### src/rtl/load_store_unit.sv
// Memory-stage load/store engine: classifies one MEM-stage access, runs it on the
// valid/ready data bus, and returns aligned and extended load data or an error code.
module load_store_unit #(
  parameter int BUS_TIMEOUT = 16
) (
  input  logic        clk,
  input  logic        rst_n,
  input  logic        req_valid,
  input  logic        req_we,
  input  logic [2:0]  req_funct3,
  input  logic [31:0] req_addr,
  input  logic [31:0] req_wdata,
  output logic        stall,
  output logic        rsp_valid,
  output logic [31:0] rsp_rdata,
  output logic        err,
  output logic [1:0]  err_code,
  output logic        mem_valid,
  input  logic        mem_ready,
  output logic        mem_we,
  output logic [31:0] mem_addr,
  output logic [3:0]  mem_wstrb,
  output logic [31:0] mem_wdata,
  input  logic [31:0] mem_rdata,
  output logic [1:0]  state_dbg
);

  // Bus handshake: a beat completes on a rising edge where mem_valid & mem_ready;
  // mem_valid and every mem_* output stay stable until that edge or the timeout.
  typedef enum logic [1:0] {
    IDLE = 2'd0,
    BUSY = 2'd1,
    DONE = 2'd2
  } state_t;

  localparam int CW = $clog2(BUS_TIMEOUT + 1);
  localparam logic [CW-1:0] LAST_WAIT = CW'(BUS_TIMEOUT - 1);

  state_t        state;
  logic [CW-1:0] wait_cnt;
  logic [1:0]    off_q;
  logic [2:0]    f3_q;

  logic          illegal;
  logic          misaligned;
  logic [3:0]    wstrb_next;
  logic [31:0]   wdata_next;
  logic [31:0]   shifted;
  logic [31:0]   load_ext;

  assign state_dbg = state;
  assign stall     = (state == IDLE && req_valid) || state == BUSY;

  always_comb begin
    illegal    = 1'b0;
    misaligned = 1'b0;
    if (req_we) illegal = (req_funct3 >= 3'd3);
    else        illegal = (req_funct3 == 3'd3) || (req_funct3 == 3'd6) || (req_funct3 == 3'd7);
    case (req_funct3[1:0])
      2'd1:    misaligned = req_addr[0];
      2'd2:    misaligned = (req_addr[1:0] != 2'b00);
      default: misaligned = 1'b0;
    endcase
  end

  always_comb begin
    wstrb_next = 4'b0000;
    wdata_next = req_wdata;
    case (req_funct3[1:0])
      2'd0: begin
        wstrb_next = 4'b0001 << req_addr[1:0];
        wdata_next = {4{req_wdata[7:0]}};
      end
      2'd1: begin
        wstrb_next = 4'b0011 << req_addr[1:0];
        wdata_next = {2{req_wdata[15:0]}};
      end
      default: begin
        wstrb_next = 4'b1111;
        wdata_next = req_wdata;
      end
    endcase
    if (!req_we) wstrb_next = 4'b0000;
  end

  // funct3[2] set means the unsigned load variants (LBU/LHU).
  always_comb begin
    shifted  = mem_rdata >> {off_q, 3'b000};
    load_ext = mem_rdata;
    case (f3_q[1:0])
      2'd0:    load_ext = f3_q[2] ? {24'd0, shifted[7:0]}  : {{24{shifted[7]}}, shifted[7:0]};
      2'd1:    load_ext = f3_q[2] ? {16'd0, shifted[15:0]} : {{16{shifted[15]}}, shifted[15:0]};
      default: load_ext = mem_rdata;
    endcase
  end

  always_ff @(posedge clk or negedge rst_n) begin
    if (!rst_n) begin
      state     <= IDLE;
      wait_cnt  <= '0;
      off_q     <= 2'b00;
      f3_q      <= 3'b000;
      mem_valid <= 1'b0;
      mem_we    <= 1'b0;
      mem_addr  <= 32'd0;
      mem_wstrb <= 4'b0000;
      mem_wdata <= 32'd0;
      rsp_valid <= 1'b0;
      rsp_rdata <= 32'd0;
      err       <= 1'b0;
      err_code  <= 2'b00;
    end else begin
      case (state)
        IDLE: begin
          if (req_valid) begin
            if (illegal) begin
              err      <= 1'b1;
              err_code <= 2'b11;
              state    <= DONE;
            end else if (misaligned) begin
              err      <= 1'b1;
              err_code <= 2'b01;
              state    <= DONE;
            end else begin
              mem_valid <= 1'b1;
              mem_we    <= req_we;
              mem_addr  <= {req_addr[31:2], 2'b00};
              mem_wstrb <= wstrb_next;
              mem_wdata <= wdata_next;
              off_q     <= req_addr[1:0];
              f3_q      <= req_funct3;
              wait_cnt  <= '0;
              state     <= BUSY;
            end
          end
        end
        BUSY: begin
          // A ready in the last allowed wait cycle still wins over the timeout.
          if (mem_ready) begin
            mem_valid <= 1'b0;
            mem_we    <= 1'b0;
            if (!mem_we) begin
              rsp_valid <= 1'b1;
              rsp_rdata <= load_ext;
            end
            state <= DONE;
          end else if (wait_cnt == LAST_WAIT) begin
            mem_valid <= 1'b0;
            mem_we    <= 1'b0;
            err       <= 1'b1;
            err_code  <= 2'b10;
            state     <= DONE;
          end else begin
            wait_cnt <= wait_cnt + 1'b1;
          end
        end
        DONE: begin
          rsp_valid <= 1'b0;
          err       <= 1'b0;
          state     <= IDLE;
        end
        default: state <= IDLE;
      endcase
    end
  end

endmodule

### config.mk
export PLATFORM = sky130hd
export DESIGN_NAME = load_store_unit
export DESIGN_NICKNAME = d
export VERILOG_FILES = /design/src/rtl/load_store_unit.sv
export SDC_FILE = /design/constraint.sdc
export NUM_CORES = 1
export LEC_CHECK = 0
export ABC_CLOCK_PERIOD_IN_PS = 5400
export CORE_MARGIN = 8
export CORE_UTILIZATION = 49
export CTS_BUF_LIST = sky130_fd_sc_hd__clkbuf_8
export DETAILED_ROUTE_END_ITERATION = 8
export PLACE_DENSITY = 0.88
export REMOVE_ABC_BUFFERS = 1
export SLEW_MARGIN = 20
export SYNTH_ARGS = -nofsm -noshare
export SYNTH_HDL_FRONTEND = slang
export SYNTH_SLANG_ARGS = --single-unit
### constraint.sdc
create_clock -name clk -period 5.4 [get_ports clk]
set_input_delay 0.81 -clock clk [delete_from_list [all_inputs] [get_ports clk]]
set_output_delay 0.81 -clock clk [all_outputs]
set_load 0.03 [all_outputs]
==> impl_metrics.env <==
export IMPL_outcome="finished, final reports clean"
export IMPL_io_pins=213
export IMPL_wl_mm=18.0
export IMPL_rsz0062_at_grt="no"
export IMPL_utilization=0.724
export IMPL_path_class="in -> out"
export IMPL_cts_max_path_buffers=2
export IMPL_worstPathArrival_ns=2.27
export IMPL_grt_pass1_wl_mm=28.0
export IMPL_dp_hpwl_mm=13.0
export IMPL_ys_ff_latch=116
export IMPL_tritoncts="done"
export IMPL_ant_nets=0
export IMPL_ys_seq_area_frac=0.523
export IMPL_peakVddDrop_mv=0.452
export IMPL_die_y_um=122
export IMPL_finalWorstSetupSlack_ns=2.32
export IMPL_r2r_end="rsp_rdata[18]"
export IMPL_slew_limit_headroom=0.300
export IMPL_reg2reg_from="state_dbg[1]"
export IMPL_clkSlewWorstSetupHoldPaths_ns=0.07
export IMPL_cts_setup_buffers=0
export IMPL_end_kind="output port"
export IMPL_antennaDiodeCount=0
export IMPL_first_pass_iters=6
export IMPL_crit_start="req_valid"
export IMPL_ys_flop_type="dfrtp_1"
export IMPL_hp_class="reg -> reg"
export IMPL_detail_route_wl_per_cell_um=21.3
export IMPL_place_congestion=0.888
export IMPL_numCtsBuffers=17
export IMPL_cts_hold_buf=0
export IMPL_start_util=0.495
export IMPL_io_buffers=210
export IMPL_start_kind="primary input"
export IMPL_clkSinkCount=116
export IMPL_hold_viol=0
export IMPL_via_count=4769
export IMPL_yosysWarningCount=0
export IMPL_timing_final_crit_share=0.571
export IMPL_slew_violations=0
export IMPL_finalSetupTns_ns=0
export IMPL_preCtsSetupSlack_ns=1.90
export IMPL_hold_path_depth=1
export IMPL_endpoint="stall"
export IMPL_critPathMaxFanout=4
export IMPL_pwr_density_cell_nw_per_um2=624
export IMPL_min_period_ns=3.08
export IMPL_cts_resized=0
export IMPL_layout_cells_most_common="clkdlybuf4s50_1"
export IMPL_clock_skew_ns=0.00699
export IMPL_r2r_cells=4
export IMPL_async_flop_share=1.00
export IMPL_core_area_um2=11200
export IMPL_gr_usage_all_layers=0.241
export IMPL_overflow=0
export IMPL_tightest_slew_ns=1.05
export IMPL_cap_violations=0
export IMPL_viasPerCell=5.66
export IMPL_fmax_mhz=325
export IMPL_die_w_um=122
export IMPL_die_area_um2=15000
export IMPL_final_cell_mix="clkdlybuf4s50_1, dfrtp_1, mux2_2"
export IMPL_drive_gt1_frac=0.176
export IMPL_r2r_setup_slack_ns=2.73
export IMPL_synth_edf_count=0
export IMPL_power_leakage_uw=0.00342
export IMPL_synth_area_um2=5560
export IMPL_setup_viol_count_final=0
export IMPL_cts_root_buf="clkbuf_8"
export IMPL_syn2layout_area_growth_pct=46.3
export IMPL_grt_pass1_vias=5185
export IMPL_htreeDepth=4
export IMPL_antenna_found_initial=0
export IMPL_synthDistinctLibCells=49
export IMPL_required_ns=4.59
export IMPL_drtIter0Drc=471
export IMPL_grt_max_degree=78
export IMPL_p_total_uw=5070
export IMPL_rows=39
export IMPL_clk_latency_ns=0.44
export IMPL_synthCells=484
export IMPL_avgSynthCellArea_um2=11.5
export IMPL_drc=0
export IMPL_nets=798
-- sequential cells by signal, indices dropped and copies added (netlist names) --
signal	flops
f3_q	3
mem_addr	30
state_dbg	2
err	1
mem_valid	1
err_code	2
rsp_rdata	32
mem_wdata	32
wait_cnt	5
rsp_valid	1
mem_wstrb	4
mem_we	1
off_q	2
-- how the worst min path moves through the flow --
stage	from	endpoint	slack (ns)
finish	mem_valid	mem_valid	0.49
global route	mem_valid	mem_valid	0.50
CTS	mem_valid	mem_valid	0.49
detailed placement	mem_valid	mem_valid	0.47
global placement	rsp_rdata[4]	rsp_rdata[4]	0.46
floorplan	f3_q[2]	f3_q[2]	0.50
-- synthesized netlist by cell type, drive strengths merged, types with 2 or more instances --
master / count / share of area
a21oi: 27 / 0.025
a222oi: 5 / 0.0090
a22o: 8 / 0.013
a22oi: 8 / 0.011
a2bb2oi: 2 / 0.0032
a31oi: 3 / 0.0034
and2: 2 / 0.0023
buf: 19 / 0.021
clkbuf: 13 / 0.0088
dfrtp: 116 / 0.52
ha: 6 / 0.014
inv: 14 / 0.0095
mux2: 79 / 0.17
mux2i: 11 / 0.020
nand2: 40 / 0.027
nand2b: 5 / 0.0056
nand3: 3 / 0.0027
nand3b: 4 / 0.0054
nor2: 36 / 0.024
nor2b: 4 / 0.0045
nor3: 2 / 0.0038
nor3b: 2 / 0.0047
o21ai: 24 / 0.022
o22a: 5 / 0.0079
o22ai: 27 / 0.030
or2: 3 / 0.0034
-- worst max-delay path, stage by stage --
cell	delay (ns)
clkdlybuf4s50_1	0.54
nor2_1	0.06
nor2_1	0.16
clkdlybuf4s50_1	0.70
-- report_power, final --
| part | total (uW) | internal (uW) | switching [uW] |
|---|---|---|---|
| logic | 2640 | 1170 | 1470 |
| clock network | 834 | 484 | 349 |
| registers | 1590 | 1280 | 311 |
| total | 5070 | 2940 | 2130 |
-- metal layers --
metal | track usage | routed length [um]
met1 | 0.268 | 6830
met2 | 0.389 | 8580
met3 | 0.128 | 2240
met4 | 0.0861 | 307
met5 | 0 | 0
-- kinds of logic (layout without fill, tap and decap cells) --
kind of cell,after synthesis,after routing,synth area share
other cells,1,2,0.000675
xor+xnor,1,1,0.00158
fa+ha+maj,6,6,0.0135
buf+inv,46,261,0.0396
simple gates,106,106,0.0914
mux,90,90,0.193
compound gates,118,118,0.138
flops,116,116,0.523
-- metrics by stage --
step                instance area, um^2  std cells  hold slack (ns)
floorplan                          5390        453            0.504
global placement                   7710        812            0.463
detailed placement                 7710        812            0.473
CTS                                8130        843            0.492
global route                       8130        843            0.503
finish                             8130        843            0.491
-- layout make-up --
class	count	area, um^2
Clock buffer	20	275
Clock inverter	11	135
Fill cell	795	3100
Inverter	14	52.6
Multi-Input combinational cell	323	2440
Sequential cell	116	2900
Tap cell	143	179
Timing Repair Buffer	216	2140
Note: power is estimated with default switching activity, not from simulation.
